### config.mk
export PLATFORM = sky130hd
export DESIGN_NAME = stopwatch_ctrl
export DESIGN_NICKNAME = d
export VERILOG_FILES = /design/src/rtl/stopwatch_pkg.sv /design/src/rtl/key_debounce.sv /design/src/rtl/stopwatch_ctrl.sv
export SDC_FILE = /design/constraint.sdc
export NUM_CORES = 1
export LEC_CHECK = 0
export ABC_CLOCK_PERIOD_IN_PS = 2860
export CORE_ASPECT_RATIO = 1.25
export CORE_MARGIN = 4
export CORE_UTILIZATION = 60
export CTS_CLUSTER_DIAMETER = 120
export DETAILED_ROUTE_END_ITERATION = 12
export PLACE_DENSITY_LB_ADDON = 0.08
export SKIP_CTS_REPAIR_TIMING = 1
export SLEW_MARGIN = 20
export SYNTH_ARGS = -nofsm -noshare
export SYNTH_HDL_FRONTEND = slang
export SYNTH_SLANG_ARGS = --single-unit
### constraint.sdc
create_clock -name CLK -period 2.86 [get_ports CLK]
set_clock_uncertainty 0.2 [all_clocks]
set_input_delay 0.572 -clock CLK [delete_from_list [all_inputs] [get_ports CLK]]
set_output_delay 0.572 -clock CLK [all_outputs]
set_load 0.03 [all_outputs]
### src/rtl/stopwatch_pkg.sv
// Shared definitions for the stopwatch controller: FSM encoding and debounce defaults.
package stopwatch_pkg;

    localparam int unsigned DEB_CYCLES_DEFAULT = 500000;
    localparam int unsigned CNT_W_DEFAULT      = 20;

    typedef enum logic [1:0] {
        ST_IDLE = 2'd0,
        ST_RUN  = 2'd1,
        ST_STOP = 2'd2,
        ST_FULL = 2'd3
    } sw_state_t;

endpackage

### src/rtl/key_debounce.sv
// Raw push-button conditioning: 2-flop synchronizer, stability-window debounce,
// one-cycle pulse on each debounced press (0->1 only).
module key_debounce
    import stopwatch_pkg::*;
#(
    parameter int unsigned DEB_CYCLES = DEB_CYCLES_DEFAULT,
    parameter int unsigned CNT_W      = CNT_W_DEFAULT
) (
    input  logic CLK,
    input  logic CLR_N,
    input  logic KEY_IN,
    output logic PRESS
);

    localparam logic [CNT_W-1:0] CNT_LAST = CNT_W'(DEB_CYCLES - 1);

    logic [1:0]       sync_q;
    logic             deb_q;
    logic             deb_prev_q;
    logic [CNT_W-1:0] cnt_q;

    // Level accepted only after DEB_CYCLES consecutive differing samples.
    always_ff @(posedge CLK or negedge CLR_N) begin
        if (!CLR_N) begin
            sync_q     <= 2'b00;
            deb_q      <= 1'b0;
            deb_prev_q <= 1'b0;
            cnt_q      <= '0;
            PRESS      <= 1'b0;
        end else begin
            sync_q     <= {sync_q[0], KEY_IN};
            deb_prev_q <= deb_q;
            PRESS      <= deb_q & ~deb_prev_q;
            if (sync_q[1] != deb_q) begin
                if (cnt_q == CNT_LAST) begin
                    deb_q <= sync_q[1];
                    cnt_q <= '0;
                end else begin
                    cnt_q <= cnt_q + CNT_W'(1);
                end
            end else begin
                cnt_q <= '0;
            end
        end
    end

endmodule

### src/rtl/stopwatch_ctrl.sv
// Stopwatch control FSM: debounced start/stop and reset keys drive PAUSE/CLR/RUN_LED.
// Optional lap-hold feature enabled by defining STOPWATCH_LAP_EN.
module stopwatch_ctrl
    import stopwatch_pkg::*;
#(
    parameter int unsigned DEB_CYCLES = DEB_CYCLES_DEFAULT,
    parameter int unsigned CNT_W      = CNT_W_DEFAULT
) (
    input  logic CLK,
    input  logic CLR_N,
    input  logic KEY_START,
    input  logic KEY_RESET,
    input  logic WARN,
`ifdef STOPWATCH_LAP_EN
    input  logic KEY_LAP,
    output logic LAP_HOLD,
`endif
    output logic PAUSE,
    output logic CLR,
    output logic RUN_LED
);

    sw_state_t state_q;
    sw_state_t state_d;
    logic      start_press;
    logic      reset_press;
    logic      pause_d;
    logic      clr_d;
    logic      run_led_d;

    key_debounce #(.DEB_CYCLES(DEB_CYCLES), .CNT_W(CNT_W)) u_start (
        .CLK    (CLK),
        .CLR_N  (CLR_N),
        .KEY_IN (KEY_START),
        .PRESS  (start_press)
    );

    key_debounce #(.DEB_CYCLES(DEB_CYCLES), .CNT_W(CNT_W)) u_reset (
        .CLK    (CLK),
        .CLR_N  (CLR_N),
        .KEY_IN (KEY_RESET),
        .PRESS  (reset_press)
    );

    // State and registered outputs; CLR held high through reset to clear the counter.
    always_ff @(posedge CLK or negedge CLR_N) begin
        if (!CLR_N) begin
            state_q <= ST_IDLE;
            PAUSE   <= 1'b1;
            CLR     <= 1'b1;
            RUN_LED <= 1'b0;
        end else begin
            state_q <= state_d;
            PAUSE   <= pause_d;
            CLR     <= clr_d;
            RUN_LED <= run_led_d;
        end
    end

    // Reset key dominates; in RUN a full-scale WARN outranks a start press.
    always_comb begin
        state_d = state_q;
        if (reset_press) begin
            state_d = ST_IDLE;
        end else begin
            case (state_q)
                ST_IDLE: if (start_press) state_d = ST_RUN;
                ST_RUN: begin
                    if (WARN)             state_d = ST_FULL;
                    else if (start_press) state_d = ST_STOP;
                end
                ST_STOP: if (start_press) state_d = ST_RUN;
                ST_FULL: state_d = ST_FULL;
                default: state_d = ST_IDLE;
            endcase
        end
    end

    // Outputs decoded from the next state so they land with the state change.
    always_comb begin
        pause_d   = 1'b1;
        clr_d     = 1'b0;
        run_led_d = 1'b0;
        pause_d   = (state_d != ST_RUN);
        run_led_d = (state_d == ST_RUN);
        clr_d     = reset_press;
    end

`ifdef STOPWATCH_LAP_EN
    logic lap_press;
    logic lap_hold_d;

    key_debounce #(.DEB_CYCLES(DEB_CYCLES), .CNT_W(CNT_W)) u_lap (
        .CLK    (CLK),
        .CLR_N  (CLR_N),
        .KEY_IN (KEY_LAP),
        .PRESS  (lap_press)
    );

    // Lap toggles only while staying in RUN; leaving to IDLE/STOP releases the display.
    always_comb begin
        lap_hold_d = LAP_HOLD;
        if (state_d == ST_IDLE || state_d == ST_STOP) begin
            lap_hold_d = 1'b0;
        end else if (lap_press && state_q == ST_RUN && state_d == ST_RUN) begin
            lap_hold_d = ~LAP_HOLD;
        end
    end

    always_ff @(posedge CLK or negedge CLR_N) begin
        if (!CLR_N) begin
            LAP_HOLD <= 1'b0;
        end else begin
            LAP_HOLD <= lap_hold_d;
        end
    end
`else
    // No lap path: the display always follows the counter.
`endif

endmodule
# --- After elaboration in Yosys (flattened, before gate mapping) ---
# Cells that the tools add are included.
# Widths: inputs -> output; s select.
op_classes:
  n_addsub: 2
  mul: 0
  div: 0
  order_cmp: 0
  eq_ne: 9
  n_shift: 0
  muxes: 9
  bitwise: 4
  reduce_logical: 4
ops:
  columns: ["cell", "n"]
  rows:
  - ["$mux 20", 4]
  - ["$add 20x1->20 const B", 2]
  - ["$eq 20x19->1 const B", 2]
  - ["$mux 2", 4]
  - ["$pmux 2 s3", 1]
  - ["$eq 2x1->1 const B", 2]
  - ["$eq 2x2->1 const B", 2]
  - ["$reduce_and 2->1", 2]
  - ["$and 1x1->1", 2]
  - ["$logic_not 2->1", 1]
  - ["$ne 1x1->1", 2]
  - ["$ne 2x1->1 const B", 1]
  - ["$not 1->1", 2]
  - ["$reduce_or 2->1", 1]
word_totals:
  register_bits: 55
  latchBits: 0
  ram_bits: 0
  rom_bits: 0
  input_bits: 5
  output_inout_bits: 3
  word_cells: 42
  memories: 0

# --- Depth between registers and ports, before layout ---
# Gate-level depths: netlist (run 1).
depth:
  word_depth: 5
  mapped_depth: 6

# --- Cells and area by module ---
# From an unflattened synthesis (run 1), not the netlist that was laid out.
unflattened:
  hier_cells: 241
  area_unflattened_um2: 2605.0
modules_own_cells:
  columns: ["module", "instances", "cells_each", "area_per_inst_um2"]
  rows:
  - ["key_debounce", 2, 113, 1197.4]
  - ["stopwatch_ctrl", 1, 15, 210.2]

# --- Worst setup path after synthesis (run 1) ---
# OpenSTA, ideal clock, no wires.
synth_timing:
  path_kind: "register to register"
  from: "register u_reset.cnt_q[0]"
  to: "register u_reset.cnt_q[18]"
  setup_ns: 0.080
  t_arrival_ns: 1.856
  required_ns: 2.580
  path_slack_ns: 0.724
  path_stages_with_launch: 6
  period_less_slack_ns: 2.136
  path_cell_list: "dfrtp_1 -> ha_1 -> nand4_2 -> or4_4 -> or4_1 -> a21oi_1"
synth_via:
  elab_chain_cells: 3
synth_lines:
  columns: ["element", "line_no", "text"]
  rows:
  - ["start: declaration", "key_debounce.sv:20", "logic [CNT_W-1:0] cnt_q;"]
  - ["start signal: assignment", "key_debounce.sv:39", "cnt_q <= cnt_q + CNT_W'(1);"]
  - ["$add 20x1->20 or $eq 20x19->1 (tied branches)", "key_debounce.sv:39, key_debounce.sv:35", null]
  - ["$mux 20 (*)", "key_debounce.sv:35", "if (cnt_q == CNT_LAST) begin"]
  - ["$mux 20 (*)", "key_debounce.sv:34", "if (sync_q[1] != deb_q) begin"]
# Mark *: on every way between the ends. The rest lies on a longest branch, timed or not.
# A chain may end at the register's enable or synchronous reset.

# --- Worst setup path in the final report (run 1) ---
layout_timing:
  from: "register PAUSE"
  to: "output PAUSE"
layout_rtl:
  columns: ["element", "line_no", "text"]
  rows:
  - ["start: declaration", "stopwatch_ctrl.sv:18", "output logic PAUSE,"]
  - ["start signal: assignment", "stopwatch_ctrl.sv:54", "PAUSE <= pause_d;"]
# No word-level cell between the ends.

==> impl_metrics.tcl, run 1 <==
set metrics [dict create \
    cp_data_required_time_ns 2.09 \
    cts_inserted_buffers 5 \
    clk_pin_slew_worst_paths_ns 0.10 \
    grt_antenna_before_repair 0 \
    rsz0062_at_grt "false" \
    intPower_uw 981 \
    drive_above_1_share_pct 10.0 \
    drv_cap 0 \
    timing.final.ws_setup_ns 0.582 \
    stdcell_count 313 \
    routed_wirelength_mm 4.11 \
    place_ws_ns 0.619 \
    antennaDiodeCount 0 \
    p_per_area_mw_per_mm2 467 \
    max_stage_delay_ns 0.66 \
    syn_area_per_cell_um2 10.3 \
    cts_buffer_depth 2 \
    ios 8 \
    first_global_vias 1731 \
    ys_ff_latch 55 \
    max_freq_mhz 439 \
    holdCritPathClass "primary input to async pin" \
    synth_area_mm2 0.00249 \
    switching_share_pct 23.4 \
    status "complete, no violations" \
    p_clk_share_pct 33.9 \
    synthesis.nets 249 \
    crit_fanout 1 \
    grt_max_degree 38 \
    finalPower_mw 1.28 \
    worst_pin_slew_ns 0.768 \
    cts-root-buf "clkbuf_8" \
    io_buffers 7 \
    critical-path-slowest-cell "clkdlybuf4s50_1" \
    clock-sinks 55 \
    worstPathArrival_ns 1.51 \
    final_util_pct 70.2 \
    cp_top_family "buffers and inverters" \
    max-slew-margin-rel_pct 48.8 \
    row_count 25 \
    setup_viol 0 \
    drtAntennaViolNets 0 \
    ys_warn_count 0 \
    ir_worst_vdd_mv 0.341 \
    grt_usage_pct 17.9 \
    fp.dieW_um 65.7 \
    die_h_um 80.1 \
    pwr-share-comb_pct 3.9 \
    grt_pass1_wl_mm 7.27 \
    slew_violations 0 \
    period_share_pct 79.7 \
    vias 1736 \
    leakage_nw 1.10 \
    pwr-share-seq_pct 62.2 \
    core_mm2 0.00391 \
    finalHoldViolations 0 \
    setup_tns_ns 0 \
    h-tree-depth 2 \
    crit_path_start_kind "flop" \
    clock_latency_ns 0.31 \
    yosysSeqAreaShare_pct 55.3 \
    first_pass_iters 4 \
    endpoint_kind "output pin" \
    hpwlAfterDp_mm 3.01 \
    netSwitchingPower_uw 300 \
    placed_cells 305 \
    via_per_inst 5.55 \
    path_cells "clkdlybuf4s50_1" \
    worstSetupPathType "flop to output pin" \
    drc 0 \
    drt_iter0_drc 71 \
    grt.overflow.total 0 \
    die_area_mm2 0.00526 \
    cp.buffers_inverters 1 \
    synth_cells 242 \
    area_delta_synth_final_pct 10.1 \
    layout_min_cycle_time_ns 2.28 \
    wl_per_cell_um 13.1 \
    final_nets 265 \
    initial_utilization_pct 63.8 \
    synth.distinct_cells 37 \
    cts_tree "built" \
    gp_congestion 0.851 \
    n_fill_cell 307 \
]
[per-layer routing]
| metal | wire [um] | up-vias | global-route usage, % | share of wire [%] |
|---|---|---|---|---|
| met5 | 0 | - | 0 | 0 |
| met4 | 97 | 0 | 7.47 | 2.4 |
| met3 | 104 | 10 | 3.78 | 2.5 |
| met2 | 2190 | 23 | 32.9 | 53 |
| met1 | 1720 | 834 | 19.6 | 42 |
| li1 | - | 869 | - | - |
[power groups by stage]
stage | registers, mW | clock network (mW) | logic [mW]
after global placement | 0.812 | 0 | 0.0500
after floorplan | 0.810 | 0 | 0.0220
after global routing | 0.800 | 0.472 | 0.0572
after detailed placement | 0.813 | 0 | 0.0517
after CTS | 0.797 | 0.447 | 0.0518
final | 0.797 | 0.434 | 0.0496
[cell usage after synthesis (all sizes together)]
master	count	area share, %
nand4b	1	0.35
nand3b	1	0.30
nand4	12	3.3
a31o	2	0.70
buf	2	0.40
mux2i	2	0.80
ha	2	1.0
nand2b	1	0.25
dfrtp	53	53
o31ai	1	0.30
and3	2	0.50
nand2	11	1.7
nand3	14	2.8
nor4	10	3.0
inv	10	1.5
a21bo	1	0.40
nor3	14	2.8
or2	1	0.25
dfstp	2	2.1
xnor2	27	9.5
nor2b	2	0.50
and2	2	0.50
nor3b	1	0.30
clkbuf	2	0.30
a21oi	5	1.0
nor2	43	6.5
xor2	5	1.8
o21ai	5	1.0
mux2	2	0.90
or4	2	0.75
and4	2	0.70
nor4b	2	0.70
[cell usage in the layout, fill, tap and decap left out, types with 2 or more instances in the layout]
cell / synthesis / layout
xor2_1: 5 / 5
xnor2_1: 27 / 27
nor2b_1: 2 / 2
nor2_1: 43 / 43
nor4_2: 2 / 2
o21ai_0: 3 / 3
nor3_1: 14 / 14
nor4b_1: 2 / 2
a21oi_1: 5 / 5
o21ai_1: 2 / 2
nand3_1: 14 / 14
clkdlybuf4s50_1: 0 / 6
mux2i_1: 2 / 2
dfrtp_1: 53 / 53
and3_1: 2 / 2
clkbuf_8: 0 / 5
dfstp_2: 2 / 2
nor4_1: 8 / 8
inv_1: 10 / 10
a31o_2: 2 / 2
nand2_1: 11 / 11
and2_1: 2 / 2
and4_1: 2 / 2
nand4_1: 11 / 11
ha_1: 2 / 2
clkinvlp_4: 0 / 2
buf_4: 0 / 6
[stage by stage]
| stage | hold WS (ns) | cell area, um^2 |
|---|---|---|
| 6_report | 0.119 | 2750 |
| 5_1_grt | 0.162 | 2750 |
| 4_1_cts | 0.148 | 2750 |
| 3_5_place_dp | 0.137 | 2650 |
| 3_3_place_gp | 0.132 | 2650 |
| 2_1_floorplan | 0.0764 | 2490 |
[registers in the layout (all words and copies together) (netlist names)]
| name | count |
|---|---|
| u_reset.sync_q | 2 |
| u_start.PRESS | 1 |
| u_reset.deb_q | 1 |
| u_start.deb_prev_q | 1 |
| u_start.deb_q | 1 |
| u_reset.cnt_q | 20 |
| u_start.cnt_q | 20 |
| state_q | 2 |
| PAUSE | 1 |
| u_reset.deb_prev_q | 1 |
| u_reset.PRESS | 1 |
| u_start.sync_q | 2 |
| CLR | 1 |
| RUN_LED | 1 |
[worst paths after layout]
path,from,end,slack (ns),cells after the start
min in group CLK,u_reset.sync_q[0]$_DFF_PN0_,u_reset.sync_q[1]$_DFF_PN0_,0.15,0
worst max-delay path,PAUSE$_DFF_PN1_,PAUSE,0.58,1
worst max register to register,u_reset.cnt_q[0]$_DFF_PN0_,u_reset.cnt_q[18]$_DFF_PN0_,0.61,5
worst min register to register,u_reset.sync_q[0]$_DFF_PN0_,u_reset.sync_q[1]$_DFF_PN0_,0.15,0
worst min-delay path,CLR_N,u_reset.cnt_q[15]$_DFF_PN0_,0.12,1
max in group asynchronous,CLR_N,u_start.cnt_q[13]$_DFF_PN0_,1.65,2
[logic make-up (layout without fill, tap and decap cells)]
family	after synthesis	count (layout)	synth area share, %
buffers and inverters	14	31	2.21
flip-flops	55	55	55.3
XOR/XNOR	32	32	11.2
AO/OA/AOI/OAI	14	14	3.41
multiplexers	4	4	1.71
AND/OR/NAND/NOR	121	121	25.1
adder cells (fa/ha/maj)	2	2	1.00
[area by class of cell]
class / count / area, um^2 / share of cell area (%)
inverters: 10 / 37.5 / 1.37
well taps: 54 / 67.6 / 2.46
flip-flops and latches: 55 / 1380 / 50.2
multi-input cells: 173 / 1060 / 38.6
repair buffers: 13 / 110 / 4.01
clock inverters: 3 / 23.8 / 0.866
clock buffers: 5 / 68.8 / 2.51
Note: power is estimated with default switching activity, not from simulation.
==> inputs of run 2 (changes only) <==
--- a/config.mk
+++ b/config.mk
@@ -5,10 +5,10 @@
 export SDC_FILE = /design/constraint.sdc
 export NUM_CORES = 1
 export LEC_CHECK = 0
-export ABC_CLOCK_PERIOD_IN_PS = 2860
+export ABC_CLOCK_PERIOD_IN_PS = 2000
 export CORE_ASPECT_RATIO = 1.25
 export CORE_MARGIN = 4
-export CORE_UTILIZATION = 60
+export CORE_UTILIZATION = 54
 export CTS_CLUSTER_DIAMETER = 120
 export DETAILED_ROUTE_END_ITERATION = 12
 export PLACE_DENSITY_LB_ADDON = 0.08
==> constraint.sdc (replaced) <==
create_clock -name CLK -period 2 [get_ports CLK]
set_clock_uncertainty 0.2 [all_clocks]
set_input_delay 0.4 -clock CLK [delete_from_list [all_inputs] [get_ports CLK]]
set_output_delay 0.4 -clock CLK [all_outputs]
set_load 0.03 [all_outputs]
==> run 2 against run 1 <==
Register-to-register slack got worse by 0.56 ns. First-iteration DRC count increased by 42%. Die area increased by 9.9%. Design area increased by 7.0%. Worst hold slack improved by 0.040 ns. Critical path type is now flop to flop. Critical endpoint is now u_reset.cnt_q[18]$_DFF_PN0_. Largest cell class unchanged.
==> impl_metrics.tcl, run 2 (synthesis results as in run 1) <==
set metrics [dict create \
    design_area_mm2 0.00294 \
    placed_cells 323 \
    cts_buffer_depth 2 \
    cts-root-buf "clkbuf_8" \
    status "complete, no violations" \
    slew_violations 0 \
    max-slew-margin-rel_pct 76.4 \
    drive_above_1_share_pct 16.7 \
    die_h_um 84.0 \
    grt_pass1_wl_mm 7.96 \
    core_mm2 0.00443 \
    drt_iter0_drc 101 \
    h-tree-depth 2 \
    drtAntennaViolNets 0 \
    clock-sinks 55 \
    grt_antenna_before_repair 0 \
    drv_cap 0 \
    finalPower_mw 1.85 \
    rsz0062_at_grt "false" \
    via_per_inst 5.34 \
    hpwlAfterDp_mm 3.04 \
    cts_inserted_buffers 5 \
    grt.overflow.total 0 \
    holdCritPathClass "flop to flop" \
    final_util_pct 66.4 \
    critical-path-slowest-cell "or4_4" \
    layout_min_cycle_time_ns 1.95 \
    stdcell_count 334 \
    grt_usage_pct 17.9 \
    vias 1783 \
    leakage_nw 1.22 \
    drc 0 \
    cp_data_required_time_ns 2.04 \
    row_count 27 \
    reg.largest.list "u_reset.cnt_q: 20 flops, u_start.cnt_q: 20 flops" \
    die_area_mm2 0.00578 \
    whs_ns 0.158 \
    routed_wirelength_mm 4.45 \
    first_global_vias 1813 \
    ir_worst_vdd_mv 0.400 \
    clk_pin_slew_worst_paths_ns 0.10 \
    netSwitchingPower_uw 434 \
    crit_fanout 3 \
    intPower_mw 1.41 \
    max_freq_mhz 512 \
    min_path_cells 0 \
    layout_common_cells "dfrtp_1, nor2_1, xnor2_1" \
    worstPathArrival_ns 1.99 \
    rrSetupSlack_ns 0.05 \
    period_share_pct 97.6 \
    p_per_area_mw_per_mm2 629 \
    pwr-share-comb_pct 4.7 \
    gp_congestion 0.802 \
    io_buffers 7 \
    wl_per_cell_um 13.3 \
    worstSetupPathType "flop to flop" \
    placed_area_mm2 0.00281 \
    switching_share_pct 23.5 \
    fp.dieW_um 68.8 \
    p_clk_share_pct 33.6 \
    final_common_cell "dfrtp_1" \
    setup_viol 0 \
    first_pass_iters 4 \
    antennaDiodeCount 0 \
    reg2regPathDepth 5 \
    cts_tree "built" \
    area_delta_synth_final_pct 17.9 \
    final_nets 282 \
    finalHoldViolations 0 \
    endpoint_kind "flop" \
    ios 8 \
    initial_utilization_pct 56.3 \
    max_stage_delay_ns 0.45 \
    crit_path_start_kind "flop" \
    path_cells "ha_4 -> nand4_2 -> or4_4 -> or4_1 -> a21oi_1" \
    grt_max_degree 56 \
    worst_pin_slew_ns 0.351 \
    pwr-share-seq_pct 61.7 \
    clock_latency_ns 0.31 \
]
## run 2: worst paths after layout
check / start / endpoint
max reg2reg: u_reset.cnt_q[0]$_DFF_PN0_ / u_reset.cnt_q[18]$_DFF_PN0_
min: u_start.sync_q[0]$_DFF_PN0_ / u_start.sync_q[1]$_DFF_PN0_
min reg2reg: u_start.sync_q[0]$_DFF_PN0_ / u_start.sync_q[1]$_DFF_PN0_
min in group asynchronous: CLR_N / u_reset.cnt_q[15]$_DFF_PN0_
max: u_reset.cnt_q[0]$_DFF_PN0_ / u_reset.cnt_q[18]$_DFF_PN0_
max in group asynchronous: CLR_N / PAUSE$_DFF_PN1_
## run 2: power groups by stage
stage / logic, mW / clock network [mW] / registers, mW
after detailed placement: 0.0865 / 0 / 1.16
final: 0.0876 / 0.621 / 1.14
after global placement: 0.0839 / 0 / 1.16
after floorplan: 0.0339 / 0 / 1.16
after global routing: 0.101 / 0.705 / 1.14
after CTS: 0.0866 / 0.649 / 1.14
## run 2: cell type report
class	count	area, um^2
Clock buffer	5	68.8
Clock inverter	3	25.0
Fill cell	365	1490
Inverter	10	37.5
Multi-Input combinational cell	173	1090
Sequential cell	55	1380
Tap cell	58	72.6
Timing Repair Buffer	30	270
## run 2: worst max-delay path, delay by kind of cell (launching register included)
family | cells | cell delay, ns
AO/OA/AOI/OAI | 1 | 0.15
adder cells (fa/ha/maj) | 1 | 0.16
flip-flops | 1 | 0.40
AND/OR/NAND/NOR | 3 | 0.98
## run 2: layer usage
metal | up-vias | part of all wire, % | GRT usage [%]
li1 | 896 | - | -
met1 | 851 | 42 | 21.8
met2 | 24 | 52 | 30.1
met3 | 12 | 3.2 | 3.37
met4 | 0 | 2.9 | 7.80
met5 | - | 0 | 0
## run 2: per-stage QoR
| step | setup TNS, ns | setup WS [ns] |
|---|---|---|
| 5_1_grt | 0 | 0.0000893 |
| 2_1_floorplan | 0 | 0.0374 |
| 4_1_cts | -0.226 | -0.114 |
| 6_report | 0 | 0.0479 |
| 3_3_place_gp | 0 | 0.0951 |
| 3_5_place_dp | 0 | 0.0470 |
